[src/rtl/sent_rx_decoder.sv]
// Single-channel SENT receiver: measures falling-edge periods in ticks, decodes sync/status/data/CRC.
// Optional error counter built when SENT_RX_ERR_CNT_EN is defined; otherwise err_cnt reads 0.
module sent_rx_decoder #(
    parameter int CLK_FREQ = 100000000
) (
    input  logic        clk,
    input  logic        rst_n,
    input  logic        cfg_vld,
    input  logic        cfg_en,
    input  logic [7:0]  cfg_tick_us,
    input  logic [2:0]  cfg_data_len,
    input  logic        cfg_crc_mode,
    input  logic        sent_in,
    output logic        frame_vld,
    output logic [3:0]  frame_status,
    output logic [23:0] frame_data,
    output logic        frame_crc_ok,
    output logic        err_vld,
    output logic [1:0]  err_code,
    output logic [15:0] err_cnt
);
    localparam int          CLKS_PER_US   = CLK_FREQ / 1000000;
    localparam logic [15:0] TICK_CLKS_RST = 16'(3 * CLKS_PER_US);
    localparam logic [1:0]  ERR_RANGE     = 2'd1;
    localparam logic [1:0]  ERR_CRC       = 2'd2;
    localparam logic [1:0]  ERR_TIMEOUT   = 2'd3;

    typedef enum logic [2:0] {IDLE, HUNT, STATUS, DATA, CRC} state_t;

    function automatic logic [3:0] crc_tab(input logic [3:0] i);
        case (i)
            4'd0:  crc_tab = 4'd0;   4'd1:  crc_tab = 4'd13;
            4'd2:  crc_tab = 4'd7;   4'd3:  crc_tab = 4'd10;
            4'd4:  crc_tab = 4'd14;  4'd5:  crc_tab = 4'd3;
            4'd6:  crc_tab = 4'd9;   4'd7:  crc_tab = 4'd4;
            4'd8:  crc_tab = 4'd1;   4'd9:  crc_tab = 4'd12;
            4'd10: crc_tab = 4'd6;   4'd11: crc_tab = 4'd11;
            4'd12: crc_tab = 4'd15;  4'd13: crc_tab = 4'd2;
            4'd14: crc_tab = 4'd8;   default: crc_tab = 4'd5;
        endcase
    endfunction

    // Input synchronizer and falling-edge detect
    logic sync1, sync2, line_prev, edge_det;
    always_ff @(posedge clk or negedge rst_n) begin
        if (!rst_n) begin
            sync1 <= 1'b0; sync2 <= 1'b0; line_prev <= 1'b0; edge_det <= 1'b0;
        end else begin
            sync1     <= sent_in;
            sync2     <= sync1;
            line_prev <= sync2;
            edge_det  <= line_prev & ~sync2;
        end
    end

    // Configuration
    logic        en_q, crc_mode_q;
    logic [2:0]  data_len_q;
    logic [15:0] tick_clks;
    logic [7:0]  tick_us_c;
    logic [2:0]  len_c;
    always_comb begin
        tick_us_c = cfg_tick_us;
        if (cfg_tick_us < 8'd3)       tick_us_c = 8'd3;
        else if (cfg_tick_us > 8'd90) tick_us_c = 8'd90;
        len_c = cfg_data_len;
        if (cfg_data_len == 3'd0)     len_c = 3'd1;
        else if (cfg_data_len > 3'd6) len_c = 3'd6;
    end

    always_ff @(posedge clk or negedge rst_n) begin
        if (!rst_n) begin
            en_q <= 1'b0; crc_mode_q <= 1'b1; data_len_q <= 3'd6; tick_clks <= TICK_CLKS_RST;
        end else if (cfg_vld) begin
            en_q       <= cfg_en;
            crc_mode_q <= cfg_crc_mode;
            data_len_q <= len_c;
            tick_clks  <= 16'(32'(tick_us_c) * CLKS_PER_US);
        end
    end

    // Tick measurement; prescaler starts half a tick in so counts round to nearest
    logic [15:0] presc;
    logic [9:0]  tick_cnt;
    logic        edge_seen;
    always_ff @(posedge clk or negedge rst_n) begin
        if (!rst_n) begin
            presc <= '0; tick_cnt <= '0; edge_seen <= 1'b0;
        end else begin
            if (edge_det) begin
                presc    <= tick_clks >> 1;
                tick_cnt <= '0;
            end else if (presc >= tick_clks - 16'd1) begin
                presc <= '0;
                if (tick_cnt != 10'd1023) tick_cnt <= tick_cnt + 10'd1;
            end else begin
                presc <= presc + 16'd1;
            end
            if (cfg_vld || !en_q) edge_seen <= 1'b0;
            else if (edge_det)    edge_seen <= 1'b1;
        end
    end

    logic       pulse, is_nib, is_sync, timeout, last_nib, crc_ok;
    logic [3:0] nib, crc_acc, crc_exp, status_buf;
    logic [2:0] nib_idx;
    logic [23:0] data_buf;

    assign pulse    = edge_det & edge_seen & ~cfg_vld;
    assign is_nib   = (tick_cnt >= 10'd12) && (tick_cnt <= 10'd27);
    assign is_sync  = (tick_cnt >= 10'd52) && (tick_cnt <= 10'd60);
    assign timeout  = (tick_cnt == 10'd1023);
    assign nib      = 4'(tick_cnt - 10'd12);
    assign last_nib = (nib_idx == data_len_q - 3'd1);
    assign crc_exp  = crc_mode_q ? crc_tab(crc_acc) : crc_acc;
    assign crc_ok   = (nib == crc_exp);

    state_t     state_q, state_d;
    logic       frame_fire, err_fire;
    logic [1:0] err_code_d;

    always_ff @(posedge clk or negedge rst_n) begin
        if (!rst_n) state_q <= IDLE;
        else        state_q <= state_d;
    end

    always_comb begin
        state_d    = state_q;
        frame_fire = 1'b0;
        err_fire   = 1'b0;
        err_code_d = 2'd0;
        if (cfg_vld) begin
            state_d = cfg_en ? HUNT : IDLE;
        end else begin
            case (state_q)
                IDLE: if (en_q) state_d = HUNT;
                HUNT: begin
                    if (!en_q)                 state_d = IDLE;
                    else if (pulse && is_sync) state_d = STATUS;
                end
                default: begin
                    if (pulse) begin
                        if (!is_nib) begin
                            err_fire   = 1'b1;
                            err_code_d = ERR_RANGE;
                            state_d    = is_sync ? STATUS : HUNT;
                        end else if (state_q == STATUS) begin
                            state_d = DATA;
                        end else if (state_q == DATA) begin
                            if (last_nib) state_d = CRC;
                        end else begin
                            frame_fire = 1'b1;
                            state_d    = HUNT;
                            if (!crc_ok) begin
                                err_fire   = 1'b1;
                                err_code_d = ERR_CRC;
                            end
                        end
                    end else if (timeout) begin
                        err_fire   = 1'b1;
                        err_code_d = ERR_TIMEOUT;
                        state_d    = HUNT;
                    end
                end
            endcase
        end
    end

    // Frame assembly and registered outputs
    always_ff @(posedge clk or negedge rst_n) begin
        if (!rst_n) begin
            nib_idx <= '0; crc_acc <= '0; data_buf <= '0; status_buf <= '0;
            frame_vld <= 1'b0; frame_status <= '0; frame_data <= '0; frame_crc_ok <= 1'b0;
            err_vld <= 1'b0; err_code <= '0;
        end else begin
            frame_vld <= frame_fire;
            err_vld   <= err_fire;
            if (err_fire) err_code <= err_code_d;
            if (frame_fire) begin
                frame_status <= status_buf;
                frame_data   <= data_buf;
                frame_crc_ok <= crc_ok;
            end
            if (pulse && is_sync) begin
                nib_idx  <= '0;
                crc_acc  <= 4'h5;
                data_buf <= '0;
            end else if (pulse && is_nib) begin
                if (state_q == STATUS) status_buf <= nib;
                if (state_q == DATA) begin
                    for (int i = 0; i < 6; i++)
                        if (nib_idx == 3'(i)) data_buf[23-4*i -: 4] <= nib;
                    crc_acc <= crc_tab(crc_acc) ^ nib;
                    nib_idx <= nib_idx + 3'd1;
                end
            end
        end
    end

`ifdef SENT_RX_ERR_CNT_EN
    logic [15:0] err_cnt_q;
    always_ff @(posedge clk or negedge rst_n) begin
        if (!rst_n)                               err_cnt_q <= '0;
        else if (cfg_vld)                         err_cnt_q <= '0;
        else if (err_vld && err_cnt_q != 16'hFFFF) err_cnt_q <= err_cnt_q + 16'd1;
    end
    assign err_cnt = err_cnt_q;
`else
    assign err_cnt = '0;
`endif

endmodule

[config.mk]
export PLATFORM = sky130hd
export DESIGN_NAME = sent_rx_decoder
export DESIGN_NICKNAME = d
export VERILOG_FILES = /design/src/rtl/sent_rx_decoder.sv
export SDC_FILE = /design/constraint.sdc
export NUM_CORES = 1
export LEC_CHECK = 0
export BUFFER_PORTS_ARGS = -buffer_cell sky130_fd_sc_hd__buf_2
export CORE_UTILIZATION = 65
export DETAILED_ROUTE_END_ITERATION = 8
export PLACE_DENSITY = 0.86
export SYNTH_ARGS = -nofsm -noshare
export SYNTH_HDL_FRONTEND = slang
export SYNTH_SLANG_ARGS = --single-unit
[constraint.sdc]
create_clock -name clk -period 11.8 [get_ports clk]
set_clock_uncertainty 0.1 [all_clocks]
set_input_delay 2.36 -clock clk [delete_from_list [all_inputs] [get_ports clk]]
set_output_delay 2.36 -clock clk [all_outputs]
set_load 0.01 [all_outputs]
==> impl_metrics.tcl, run 1 <==
set metrics [dict create \
    dieArea_mm2 0.0112 \
    synth_top_flop_cell "dfrtp_1" \
    cts.hold.buffers_added 0 \
    grt_max_degree 73 \
    required_ps 12170 \
    async_reset_ff_share_pct 100 \
    powerDensity_mw_per_mm2 177 \
    synth_cell_types 67 \
    vias 5670 \
    ys_ff_latch 120 \
    drt_iter0_drc 471 \
    grtUsageTotal_pct 30.3 \
    drc_errors 0 \
    r2r-start "tick_clks[7]" \
    vias_per_cell 6.08 \
    cap_viol_max_count 0 \
    syn_avg_cell_area_um2 9.47 \
    wl_per_cell_um 16.9 \
    hold_path_class "flip-flop to flip-flop" \
    htree_levels 4 \
    drive_gt1_share_pct 16.3 \
    fin_util_pct 76.0 \
    start_util_pct 67.5 \
    hold_violations 0 \
    top_usage_layer "met2" \
    layout_common_cells "138 x nand2_1, 113 x dfrtp_1, 58 x ha_1" \
    antenna_found_initial 0 \
    dr.pass1.iters 6 \
    final_common_cell "nand2_1" \
    syn_inst 742 \
    rr_endpoint "tick_cnt[8]" \
    maxClockFrequency_mhz 181 \
    synth_edf_count 0 \
    criticalPathCategory "input pin to flip-flop" \
    portBuffers 49 \
    die_w_um 106 \
    rows 37 \
    cts.sink_count 120 \
    syn_area_mm2 0.00703 \
    root_buffer "clkbuf_8" \
    met3_usage_pct 6.19 \
    period_share_pct 46.8 \
    path_max_fanout 4 \
    grt_pass1_wl_um 26600 \
    clk_latency_ps 540 \
    slew_headroom_pct 28.7 \
    die_h_um 106 \
    regToRegSetupSlack_ps 7050 \
    yosys_warnings 0 \
    ir_drop_mv 0.108 \
    hold_depth 0 \
    clkSlewWorstSetupHoldPaths_ps 60 \
    power.leakage_nw 3.94 \
    diodes 0 \
    place_hpwl_um 10300 \
    holdPathEnd "sync2" \
    grt_overflow 0 \
    met2_usage_pct 48.8 \
    clock_path_buffers 2 \
    globalplace.congestion 0.905 \
    use_met1_pct 38.5 \
    grt_pass1_vias 5598 \
    tightest_slew_ps 1060 \
    holdCritStartpoint "sync1" \
    cp.arrival_ps 5890 \
    syn2layout_area_growth_pct 12.7 \
    r2r_cells 12 \
    setup_tns_ps 0 \
    finalCriticalPeriod_ps 5530 \
    cts_buffers 17 \
    finalPower_w 0.00140 \
    num_io_pins 66 \
    ys_seq_area_share_pct 42.9 \
    setup_viol 0 \
    drv_slew 0 \
    routed_wl_um 15800 \
    design.core.area_mm2 0.0104 \
    cts_resized 0 \
    holdWs_ps 259 \
    cts_setup_buffers 0 \
    antenna_left 0 \
    rsz0062_at_grt "no" \
    nNetsFinal 861 \
    start_kind "input pin" \
    cts_tree "built" \
    status "finished, final reports clean" \
    end_kind "flip-flop" \
]
synthesized netlist by cell type (2+ instances only):
cell / n / area, um^2
and4_1: 2 / 17.5
nand4_1: 9 / 56.3
mux2_2: 15 / 169
buf_2: 8 / 40.0
nor4_1: 3 / 18.8
or3_1: 4 / 25.0
or4_1: 3 / 22.5
dfrtp_1: 113 / 2830
nor2_2: 12 / 75.1
nand3_1: 22 / 110
a21o_1: 8 / 60.1
dfstp_2: 7 / 184
and3_1: 9 / 56.3
buf_1: 2 / 7.51
nor4b_1: 2 / 17.5
ha_1: 58 / 726
and2_1: 4 / 25.0
o22ai_1: 2 / 12.5
inv_1: 33 / 124
xnor2_1: 28 / 245
clkbuf_1: 17 / 63.8
a21oi_1: 19 / 95.1
nor3_1: 14 / 70.1
fa_1: 3 / 60.1
a31oi_1: 3 / 18.8
a211oi_1: 2 / 15.0
o21a_1: 2 / 15.0
o21ai_0: 38 / 190
mux2i_1: 22 / 220
nor2b_1: 8 / 50.1
xor2_1: 15 / 131
buf_4: 21 / 158
or2_2: 2 / 12.5
o31ai_1: 2 / 15.0
a31o_2: 2 / 17.5
a311oi_1: 3 / 26.3
o211ai_1: 4 / 30.0
nand2_1: 138 / 518
conb_1: 2 / 7.51
a41o_1: 3 / 30.0
a211o_1: 2 / 17.5
a221oi_1: 2 / 17.5
nor2_1: 50 / 188
layer usage:
metal	up-vias	share of wire (%)
met2	289	49
met5	-	0
li1	2605	-
met1	2708	42
met3	68	6.1
met4	0	3.8
worst max path at each step:
stage,startpoint,end,slack [ps]
floorplan,cfg_tick_us[7],tick_clks[12],6210
global placement,cfg_tick_us[7],tick_clks[12],5950
detailed placement,cfg_tick_us[5],tick_clks[14],5780
CTS,cfg_tick_us[5],tick_clks[14],6320
global route,cfg_tick_us[7],tick_clks[12],6140
finish,cfg_tick_us[5],tick_clks[14],6270
sequential cells by signal, summed over array words and instances, names as in the netlist, 2 cells and up:
register      count
crc_acc           4
data_buf         24
data_len_q        3
err_code          2
frame_data       24
frame_status      4
nib_idx           3
presc            16
state_q           3
status_buf        4
tick_clks        13
tick_cnt         10
report_power, final:
| part | switching [W] | internal [W] |
|---|---|---|
| logic | 0.000176 | 0.000134 |
| clock network | 0.000209 | 0.000348 |
| registers | 0.0000763 | 0.000459 |
| total | 0.000461 | 0.000942 |
metrics by stage:
step	instance area, um^2	setup WS (ps)	cells
finish	7920	6270	932
global route	7920	6140	932
CTS	7920	6320	932
detailed placement	7290	5780	900
global placement	7290	5950	900
floorplan	7090	6210	759
area by class of cell:
cell class / count / area [um^2]
tap: 136 / 170
sequential: 120 / 3010
inverter: 34 / 128
clock buffer: 17 / 414
fill: 675 / 2500
multi-input combinational: 557 / 3700
clock inverter: 15 / 216
timing repair buffer: 53 / 278
cells by family after synthesis:
| logic type | share of synthesized area, % |
|---|---|
| simple gates | 19.0 |
| flops | 42.9 |
| compound gates | 10.3 |
| buf+inv | 5.64 |
| fa+ha+maj | 11.2 |
| xor+xnor | 5.36 |
| mux | 5.54 |
| other cells | 0.107 |
worst max-delay path, stage by stage:
cell and delay [ps]:
buf_2 120, or4_1 530, nor2_1 180, a2111o_1 200
ha_1 250, ha_1 300, ha_1 300, inv_1 60
fa_1 450, nor2b_1 140, o21ai_0 110, a21boi_0 370
o211ai_1 160, a211o_1 280, nand3_1 80
(Power assumes the default switching activity.)
==> run 2, diff against run 1 <==
--- a/config.mk
+++ b/config.mk
@@ -6,9 +6,9 @@
 export NUM_CORES = 1
 export LEC_CHECK = 0
 export BUFFER_PORTS_ARGS = -buffer_cell sky130_fd_sc_hd__buf_2
-export CORE_UTILIZATION = 65
+export CORE_UTILIZATION = 60
 export DETAILED_ROUTE_END_ITERATION = 8
-export PLACE_DENSITY = 0.86
+export PLACE_DENSITY = 0.81
 export SYNTH_ARGS = -nofsm -noshare
 export SYNTH_HDL_FRONTEND = slang
 export SYNTH_SLANG_ARGS = --single-unit
==> constraint.sdc (replaced) <==
create_clock -name clk -period 5.11 [get_ports clk]
set_clock_uncertainty 0.1 [all_clocks]
set_input_delay 1.022 -clock clk [delete_from_list [all_inputs] [get_ports clk]]
set_output_delay 1.022 -clock clk [all_outputs]
set_load 0.01 [all_outputs]
==> run 2 against run 1 <==
Critical path depth down 2; first-iteration DRC count down 14%; sequential power up 130%; critical endpoint is now tick_cnt[5]; highest routed layer unchanged.
==> impl_metrics.tcl, run 2 (synthesis results as in run 1) <==
set metrics [dict create \
    drc_errors 0 \
    cts.hold.buffers_added 0 \
    status "finished, final reports clean" \
    dieArea_mm2 0.0121 \
    die_h_um 110 \
    cts.sink_count 120 \
    design.core.area_mm2 0.0114 \
    routed_wl_um 14900 \
    layout_common_cells "138 x nand2_1, 113 x dfrtp_1, 58 x ha_1" \
    path_max_fanout 15 \
    die_w_um 110 \
    hold_path_class "flip-flop to flip-flop" \
    power_frac_comb_pct 23.1 \
    holdCritStartpoint "sync1" \
    vias 5434 \
    dr.pass1.iters 6 \
    vias_per_cell 5.77 \
    end_kind "flip-flop" \
    path_common_cell "or4_1" \
    antenna_left 0 \
    ir_drop_mv 0.277 \
    fin_util_pct 69.3 \
    setup_viol 0 \
    start_kind "flip-flop" \
    final_area_mm2 0.00792 \
    maxClockFrequency_mhz 222 \
    start_util_pct 61.5 \
    root_buffer "clkbuf_16" \
    criticalPathCategory "flip-flop to flip-flop" \
    p_switching_w 0.00104 \
    wl_per_cell_um 15.8 \
    top_regs "data_buf: 24 flops, frame_data: 24 flops, presc: 16 flops" \
    grt_pass1_wl_um 24300 \
    diodes 0 \
    placed_cell_area_mm2 0.00732 \
    num_io_pins 66 \
    dp.cells 910 \
    hold_depth 0 \
    cp.arrival_ps 4710 \
    slew_headroom_pct 35.5 \
    required_ps 5320 \
    cap_viol_max_count 0 \
    powerDensity_mw_per_mm2 399 \
    r2r_cells 13 \
    syn2layout_area_growth_pct 12.7 \
    rows 39 \
    period_share_pct 88.1 \
    cpMaxStageDelayCell "or4_1" \
    worstPathCellList "or4_1, or3_1, or4_1, nor2_1, nand2_1, xor2_1, ha_1, and3_1, o2111ai_1, nand3_1, buf_4, nor4b_1, mux2_2" \
    drv_slew 0 \
    fillers 866 \
    regToRegSetupSlack_ps 610 \
    globalplace.congestion 0.864 \
    clk_latency_ps 430 \
    pwr-share-seq_pct 38.9 \
    clkPwrFrac_pct 37.9 \
    hold_violations 0 \
    finalCriticalPeriod_ps 4500 \
    grt_pass1_vias 5156 \
    final_common_cell "nand2_1" \
    pre_cts_slack_ps 476 \
    finalNonFillerCells 942 \
    grt_max_degree 56 \
    p_sw_share_pct 32.9 \
    cts_resized 0 \
    drive_gt1_share_pct 16.6 \
    htree_levels 4 \
    power.leakage_nw 3.94 \
    clock_path_buffers 2 \
    clkSlewWorstSetupHoldPaths_ps 60 \
    setup_ws_ps 608 \
    cts_buffers 17 \
    cts_setup_buffers 0 \
    intPower_w 0.00212 \
    grtUsageTotal_pct 26.2 \
    crit_path_max_incr_delay_ps 580 \
    cts_tree "built" \
    nNetsFinal 864 \
    setup_tns_ps 0 \
    r2r-start "tick_clks[7]" \
    drt_iter0_drc 407 \
    rr_endpoint "tick_cnt[5]" \
    rsz0062_at_grt "no" \
    tightest_slew_ps 966 \
    place_hpwl_um 10300 \
    holdPathEnd "sync2" \
    antenna_found_initial 0 \
    grt_overflow 0 \
    portBuffers 49 \
]
## run 2: cell types whose count changed in the layout (fill, tap and decap cells not counted)
cell	previous run	this run
buf_4	5	8
bufinv_16	4	2
clkbuf_16	16	17
clkinv_2	0	1
clkinv_4	2	3
clkinvlp_4	4	2
inv_6	3	6
inv_8	2	0
## run 2: area by class of cell
type | instances | area (um^2) | share of cell area [%]
clock buffer | 18 | 439 | 5.55
clock inverter | 14 | 159 | 2.01
inverter | 34 | 128 | 1.61
multi-input combinational | 557 | 3700 | 46.7
sequential | 120 | 3010 | 38.0
tap | 143 | 179 | 2.26
timing repair buffer | 56 | 300 | 3.79
## run 2: how the worst max path moves through the flow
stage	start	cells past startpoint	end	slack [ps]
after global routing	tick_clks[7]	13	tick_cnt[7]	430
after global placement	cfg_tick_us[7]	16	tick_clks[12]	600
after detailed placement	cfg_tick_us[7]	16	tick_clks[12]	480
after floorplan	cfg_tick_us[7]	15	tick_clks[12]	860
final	tick_clks[7]	13	tick_cnt[5]	610
after CTS	tick_clks[7]	13	tick_cnt[5]	670
## run 2: power by group through the flow
stage,clock (W),sequential (W),combinational (W)
global route,0.00126,0.00124,0.000818
detailed placement,0,0.00124,0.000699
CTS,0.00121,0.00123,0.000722
floorplan,0,0.00117,0.000571
finish,0.00120,0.00123,0.000730
global placement,0,0.00123,0.000657
## run 2: routing by layer
metal,up-vias,track usage [%],share of wire [%]
met1,2615,33.2,43
met4,0,10.3,1.6
met3,24,5.35,5.6
li1,2601,-,-
met5,-,0,0
met2,194,44.1,50
## run 2: critical path: cells and delay by family, from the launching register on
kind	cells	cell delay [ps]
adder cells (fa/ha/maj)	1	300
flip-flops	1	420
buffers and inverters	1	280
XOR/XNOR	1	160
AO/OA/AOI/OAI	1	110
AND/OR/NAND/NOR	8	2630
multiplexers	1	380
## run 2: stage by stage
stage / hold WS (ps) / power [W]
6_report: 256 / 0.00316
5_1_grt: 266 / 0.00332
4_1_cts: 261 / 0.00316
3_5_place_dp: 244 / 0.00194
3_3_place_gp: 243 / 0.00189
2_1_floorplan: 231 / 0.00174
